### config.mk
export PLATFORM = sky130hd
export DESIGN_NAME = oam_dma_controller
export DESIGN_NICKNAME = d
export VERILOG_FILES = /design/src/rtl/oam_dma_controller_pkg.sv /design/src/rtl/oam_dma_controller.sv
export SDC_FILE = /design/constraint.sdc
export NUM_CORES = 1
export LEC_CHECK = 0
export ABC_AREA = 1
export CORE_UTILIZATION = 30
export CTS_CLUSTER_SIZE = 30
export DETAILED_ROUTE_END_ITERATION = 8
export PLACE_DENSITY = 0.73
export SLEW_MARGIN = 20
export SYNTH_ARGS = -nofsm -noshare
export SYNTH_HDL_FRONTEND = slang
export SYNTH_SLANG_ARGS = --single-unit
### constraint.sdc
create_clock -name clk -period 1.4 [get_ports clk]
set_input_delay 0.35 -clock clk [delete_from_list [all_inputs] [get_ports clk]]
set_output_delay 0.35 -clock clk [all_outputs]
set_load 0.005 [all_outputs]
### src/rtl/oam_dma_controller_pkg.sv
// Shared types and addresses for the OAM DMA controller.
// Holds the FSM state encoding and the source-page remap helper.
package oam_dma_controller_pkg;

  typedef enum logic [2:0] {
    IDLE,
    START,
    READ,
    LATCH,
    WRITE
  } dma_state_t;

  localparam logic [15:0] DMA_REG_ADDR  = 16'hFF46;
  localparam logic [15:0] OAM_BASE_ADDR = 16'hFE00;

  // Pages above 0xDF are the echo of work RAM, so they fold back by 0x20.
  function automatic logic [7:0] remap_page(input logic [7:0] page);
    return (page > 8'hDF) ? (page - 8'h20) : page;
  endfunction

endpackage

### src/rtl/oam_dma_controller.sv
// OAM DMA sequencer and CPU/DMA arbiter for the single memoryunit port.
// Copies LENGTH bytes from {src_q, index} to OAM_BASE + index, three cycles per byte.
//
// state | meaning
// IDLE  | no transfer, CPU owns the memory port
// START | transfer accepted, index cleared
// READ  | source byte address issued with mem_oe
// LATCH | source byte captured from mem_rdata
// WRITE | byte written to OAM, then advance or finish
module oam_dma_controller
  import oam_dma_controller_pkg::*;
#(
  parameter logic [15:0] DMA_REG  = DMA_REG_ADDR,
  parameter logic [15:0] OAM_BASE = OAM_BASE_ADDR,
  parameter int          LENGTH   = 160
) (
  input  logic        clk,
  input  logic        rst,
  input  logic [15:0] cpu_address,
  input  logic [7:0]  cpu_wdata,
  input  logic        cpu_oe,
  input  logic        cpu_we,
  input  logic [7:0]  mem_rdata,
  output logic [15:0] mem_address,
  output logic [7:0]  mem_wdata,
  output logic        mem_oe,
  output logic        mem_we,
  output logic        cpu_blocked,
  output logic        dma_active,
  output logic [7:0]  dma_index
);

  localparam logic [7:0] LAST_INDEX = 8'(LENGTH - 1);

  dma_state_t state, state_next;
  logic [7:0] index;
  logic [7:0] src_q;
  logic [7:0] byte_q;
  logic       trigger;

  assign trigger = cpu_we && (cpu_address == DMA_REG);

  always_ff @(posedge clk) begin
    if (rst) begin
      state  <= IDLE;
      index  <= 8'h00;
      src_q  <= 8'h00;
      byte_q <= 8'h00;
    end else begin
      state <= state_next;
      if (trigger) begin
        src_q <= remap_page(cpu_wdata);
      end
      case (state)
        START: index <= 8'h00;
        LATCH: byte_q <= mem_rdata;
        WRITE: begin
          if (index != LAST_INDEX) begin
            index <= index + 8'd1;
          end
        end
        default: ;
      endcase
    end
  end

  always_comb begin
    state_next = state;
    case (state)
      IDLE:    state_next = IDLE;
      START:   state_next = READ;
      READ:    state_next = LATCH;
      LATCH:   state_next = WRITE;
      WRITE:   state_next = (index == LAST_INDEX) ? IDLE : READ;
      default: state_next = IDLE;
    endcase
    // A trigger restarts from any state, abandoning the old source page.
    if (trigger) begin
      state_next = START;
    end
  end

  always_comb begin
    mem_address = 16'h0000;
    mem_wdata   = 8'h00;
    mem_oe      = 1'b0;
    mem_we      = 1'b0;
    cpu_blocked = 1'b0;
    case (state)
      IDLE: begin
        mem_address = cpu_address;
        mem_wdata   = cpu_wdata;
        mem_oe      = cpu_oe;
        mem_we      = cpu_we;
      end
      READ: begin
        mem_address = {src_q, index};
        mem_oe      = 1'b1;
      end
      WRITE: begin
        mem_address = OAM_BASE + {8'h00, index};
        mem_wdata   = byte_q;
        mem_we      = 1'b1;
      end
      default: ;
    endcase
    if (state != IDLE) begin
      cpu_blocked = cpu_oe | cpu_we;
    end
  end

  assign dma_active = (state != IDLE);
  assign dma_index  = index;

endmodule

# Yosys cells after proc, flatten, opt, wreduce, memory -nomap -nowiden
# Index checks and enable logic that the tools add are counted.
[op_classes] n_lt_le_gt_ge=1 add_sub_neg=3 bitwise_logic=1 n_eq_ne=8 reduce_logical=6 n_mux=11
[op_table] op="$pmux W16 S3" count=1
[op_table] op="$pmux W8 S2" count=2
[op_table] op="$eq A16 B16 Y1 const B" count=1
[op_table] op="$mux W8" count=2
[op_table] op="$pmux W3 S4" count=1
[op_table] op="$add A10 B9 Y11 const A" count=1
[op_table] op="$add A8 B1 Y8 const B" count=1
[op_table] op="$eq A8 B8 Y1 const B" count=1
[op_table] op="$gt A8 B8 Y1 const B" count=1
[op_table] op="$ne A8 B8 Y1 const B" count=1
[op_table] op="$sub A8 B6 Y8 const B" count=1
[op_table] op="$eq A3 B2 Y1 const B" count=2
[op_table] op="$pmux W1 S2" count=2
[op_table] op="$eq A3 B1 Y1 const B" count=1
[op_table] op="$eq A3 B3 Y1 const B" count=1
[op_table] op="$logic_not A3 Y1" count=1
[op_table] op="$reduce_bool A3 Y1" count=1
[op_table] op="$mux W1" count=2
[op_table] op="$mux W2" count=1
[op_table] op="$ne A2 B2 Y1 const B" count=1
[op_table] op="$reduce_and A2 Y1" count=1
[op_table] op="$reduce_bool A2 Y1" count=1
[op_table] op="$reduce_or A2 Y1" count=1
[op_table] op="$logic_and A1 B1 Y1" count=1
[op_table] op="$or A1 B1 Y1" count=1
[word_totals] output_inout_bits=36 ff_bits=27 in_bits=36

# Depth between registers and ports, before layout
[logic_depth] word_depth=4 ltp_mapped=9 mapped_depth_nobuf=9

# Worst setup path after synthesis
# Ideal clock, no wire load.
[synth_timing] path_type="reg2out" from="register state[1]" to="output port mem_address[8]" slack_ns=-0.008 n_path_buf=1 t_arrival_ns=1.058 path_stages_with_launch=7 cell_sequence="dfxtp_1 inv_1 nand2_2 inv_1 nand2_1 buf_2 o21ai_0"
[synth_via] elab_chain_cells=2 elab_cells_between_ends=4 classes_between="eq/ne (2); mux (1); reduce/logical (1)"
[synth_rtl] element="from (decl)" line="oam_dma_controller.sv:35" text="dma_state_t state, state_next;"
[synth_rtl] element="from (signal assigned)" line="oam_dma_controller.sv:50" text="state <= state_next;"
[synth_rtl] element="$eq A3 B3 Y1, or another cell as far along" line="oam_dma_controller.sv:89" text="case (state)"
[synth_rtl] element="$pmux W16 S3 *" line="oam_dma_controller.sv:89"
[synth_rtl] element="to (decl)" line="oam_dma_controller.sv:24" text="output logic [15:0] mem_address,"
# Mark *: on every way between the ends. The rest lies on a longest branch, timed or not.

# Final worst setup path
[layout_timing] from="register state[2]" to="output port mem_address[11]"
# The elaborated chain is that of the path after synthesis.

==> impl_metrics.env <==
export IMPL_run_status="complete, but fails checks"
export IMPL_violations="setup timing"
export IMPL_hold_viol_final=0
export IMPL_postRouteWirelength_mm=8.77
export IMPL_post_route_cells_drive_above_1_share_pct=50.8
export IMPL_cts_max_level=1
export IMPL_ys_warn_count=0
export IMPL_die_h_um=76.1
export IMPL_netlist_instances=260
export IMPL_number_of_clock_buffers_inserted_by_tritoncts=3
export IMPL_grt_start_max_net_pins=21
export IMPL_diodes=0
export IMPL_grt_remaining_overflow=0
export IMPL_synth_top_area_share_pct=32.8
export IMPL_final_cell_count_no_fill=489
export IMPL_fp_row_count=26
export IMPL_ctsRootBufferMaster="clkbuf_8"
export IMPL_fp_coreArea_sq_um=5200
export IMPL_drtPass1Iterations=5
export IMPL_slew_headroom_pct=69.5
export IMPL_fin_skew_ns=0.00184
export IMPL_synthArstFlopShare_pct=0
export IMPL_route_antenna_remaining_nets=0
export IMPL_grt_pass1_vias=2358
export IMPL_global_route_usage_total_pct=24.5
export IMPL_worst_endpoint_required_ns=1.05
export IMPL_first_iter_violations=318
export IMPL_worst_slack_ns=-0.463
export IMPL_dominantRegCellSynth="dfxtp_1"
export IMPL_report_final_setup_viol=40
export IMPL_clk_pin_slew_worst_paths_ns=0.10
export IMPL_clock_sink_count=27
export IMPL_clock_latency_of_the_later_clocked_register_in_the_worst_skew_pair_ns=0.29
export IMPL_synth_area_per_cell_sq_um=6.33
export IMPL_critical_path_startpoint_type="flop"
export IMPL_setup_worst_path_class="reg2out"
export IMPL_synth_top_cells_by_area="dfxtp_1 (33%), nand2_1 (15%), o21ai_0 (12%)"
export IMPL_routed_via_density=5.41
export IMPL_grt_setup_unrepaired="true"
export IMPL_arrival_ns=1.51
export IMPL_number_of_synthesized_flops_with_an_enable_pin=0
export IMPL_tns_ns=-11.85
export IMPL_finalWorstPathRequiredPeriod_ns=1.86
export IMPL_preCtsSetupSlack_ns=-0.620
export IMPL_final_period_utilization_pct=133
export IMPL_antenna_found_initial=0
export IMPL_post_detailed_route_drc_marker_count=0
export IMPL_sequential_to_total_area_share_from_yosys_stat_pct=32.8
export IMPL_number_of_library_cell_types_mapped_by_synthesis=27
export IMPL_pin_count=72
export IMPL_synth_nets=298
export IMPL_synthDominantAreaCellType="dfxtp_1"
export IMPL_cp_end_kind="output port"
export IMPL_worst_ir_drop_vdd_v=0.000419
export IMPL_power_static_leakage_uw=0.00170
export IMPL_ctsLongestPathBuffers=2
export IMPL_dpl_cell_count=447
export IMPL_power_per_unit_of_standard_cell_area_nw_per_um2=445
export IMPL_finalNetCount=458
export IMPL_post_drt_wl_per_cell_um=17.9
export IMPL_n_fill_cell=359
export IMPL_yosys_register_bits=27
export IMPL_vias=2644
export IMPL_start_util_pct=31.6
export IMPL_max_freq_mhz=537
export IMPL_fp_dieArea_sq_um=5790
export IMPL_placedInstanceArea_sq_um=2810
export IMPL_count_of_input_and_output_buffers=71
export IMPL_cts_tree="yes"
export IMPL_maxCapViolations=0
export IMPL_floorplan_die_width_um=76.1
export IMPL_dp_hpwl_mm=4.49
export IMPL_slew_violations=0
export IMPL_syn_cell_area_sq_um=1650
export IMPL_finalInstanceArea_sq_um=3520
export IMPL_wire_length_of_the_first_global_routing_pass_mm=11.4
export IMPL_areaGrowthSynthToFinish_pct=114
export IMPL_worst_path_fanout_max=8
export IMPL_globalplace_congestion=0.903
export IMPL_hold_wc_path_type="reg2reg"
export IMPL_worst_slew_pin_slew_ns=0.456
## logic make-up (layout without fill, tap and decap cells)
family | after synthesis | in the layout | synth area share [%]
compound gates | 54 | 54 | 18.8
fa+ha+maj | 2 | 2 | 1.52
buf+inv | 34 | 193 | 8.36
flops | 27 | 27 | 32.8
simple gates | 143 | 143 | 38.5
## path summary, 6_finish.rpt
check / startpoint / to / slack, ns / cells past startpoint
worst min-delay path: src_q[6]$_SDFFE_PP0P_ / src_q[6]$_SDFFE_PP0P_ / 0.49 / 2
worst max-delay path: state[2]$_SDFF_PP0_ / mem_address[11] / -0.46 / 8
worst min register to register: src_q[6]$_SDFFE_PP0P_ / src_q[6]$_SDFFE_PP0P_ / 0.49 / 2
worst max register to register: state[2]$_SDFF_PP0_ / dma_index[2]$_SDFFE_PP0P_ / -0.21 / 9
## critical path: stages (launching register included)
cell and delay [ns]:
dfxtp_2 0.38, inv_4 0.06, buf_12 0.13, nor2_8 0.09, buf_8 0.13, buf_8 0.15
a21oi_2 0.04, o21ai_1 0.09, buf_2 0.16
## through the flow
stage	total power [uW]	hold slack, ns	utilization (%)
5_1_grt	1590	0.505	67.5
4_1_cts	1510	0.486	59.7
3_3_place_gp	1100	0.457	53.9
3_5_place_dp	1100	0.463	53.9
6_report	1560	0.488	67.5
2_1_floorplan	855	0.445	-
## routing by layer
layer / GRT usage, % / vias to the layer above / wire length, um
li1: - / 1169 / -
met1: 29.2 / 1233 / 3450
met2: 43.0 / 195 / 4050
met3: 3.11 / 47 / 732
met4: 12.7 / 0 / 535
met5: 0 / - / 0
## where the power goes
part | internal (uW) | switching (uW) | total, uW | leakage (uW)
Combinational | 170 | 146 | 317 | 0.00145
Sequential | 765 | 0.00484 | 765 | 0.000223
Clock | 205 | 277 | 483 | 0.0000228
Total | 1140 | 423 | 1560 | 0.00170
## sequential cells by signal, summed over array words and instances (netlist names)
| register | count |
|---|---|
| byte_q | 8 |
| dma_index | 8 |
| src_q | 8 |
| state | 3 |
## cell type report
class | count | area [sq um] | share of cell area, %
inverters | 28 | 131 | 3.74
well taps | 70 | 87.6 | 2.49
multi-input cells | 199 | 1290 | 36.7
clock buffers | 4 | 45.0 | 1.28
repair buffers | 159 | 1390 | 39.5
flip-flops and latches | 27 | 557 | 15.8
repair inverters | 2 | 15.0 | 0.427
## cells in the final DEF (no fill, tap or decap), types with 2 or more instances in the layout
cell type / n
dlymetal6s2s_1: 9
o21ai_4: 2
a21oi_2: 8
clkinvlp_4: 3
nand3_1: 12
buf_4: 61
inv_6: 2
clkbuf_8: 3
nand3_2: 8
buf_12: 2
buf_8: 4
nand2_1: 48
buf_2: 25
buf_6: 21
nand3_4: 2
nand2_2: 12
nor3_1: 4
o21ai_1: 4
inv_4: 5
dfxtp_1: 16
nand2_4: 4
nor3_2: 3
nor2_1: 33
clkdlybuf4s50_1: 16
nand4_1: 4
nor2_4: 2
o21ai_2: 16
nand2_8: 3
o21ai_0: 17
dfxtp_2: 10
a21oi_1: 3
inv_1: 19
dlygate4sd2_1: 18
nor2_2: 6
## cells in the mapped netlist (2+ instances only)
| cell | count |
|---|---|
| nand3_1 | 20 |
| nand3_2 | 2 |
| nand4_1 | 4 |
| o21ai_0 | 39 |
| dfxtp_1 | 27 |
| buf_2 | 3 |
| nand2_1 | 64 |
| a21oi_2 | 2 |
| clkbuf_1 | 2 |
| inv_1 | 26 |
| a21oi_1 | 9 |
| nor2_1 | 39 |
| nor3_1 | 7 |
| nand2_2 | 2 |
| ha_1 | 2 |
## repair_timing
action | in CTS | in global routing
cloned | 1 | 3
hold endpoints to repair | 0 | 0
buffers inserted | 21 | 14
hold buffers | 0 | 0
gates resized for setup | 211 | 82
endpoints found under the setup margin | 55 | 55
pin swaps | 21 | 30
(Power assumes the default switching activity.)
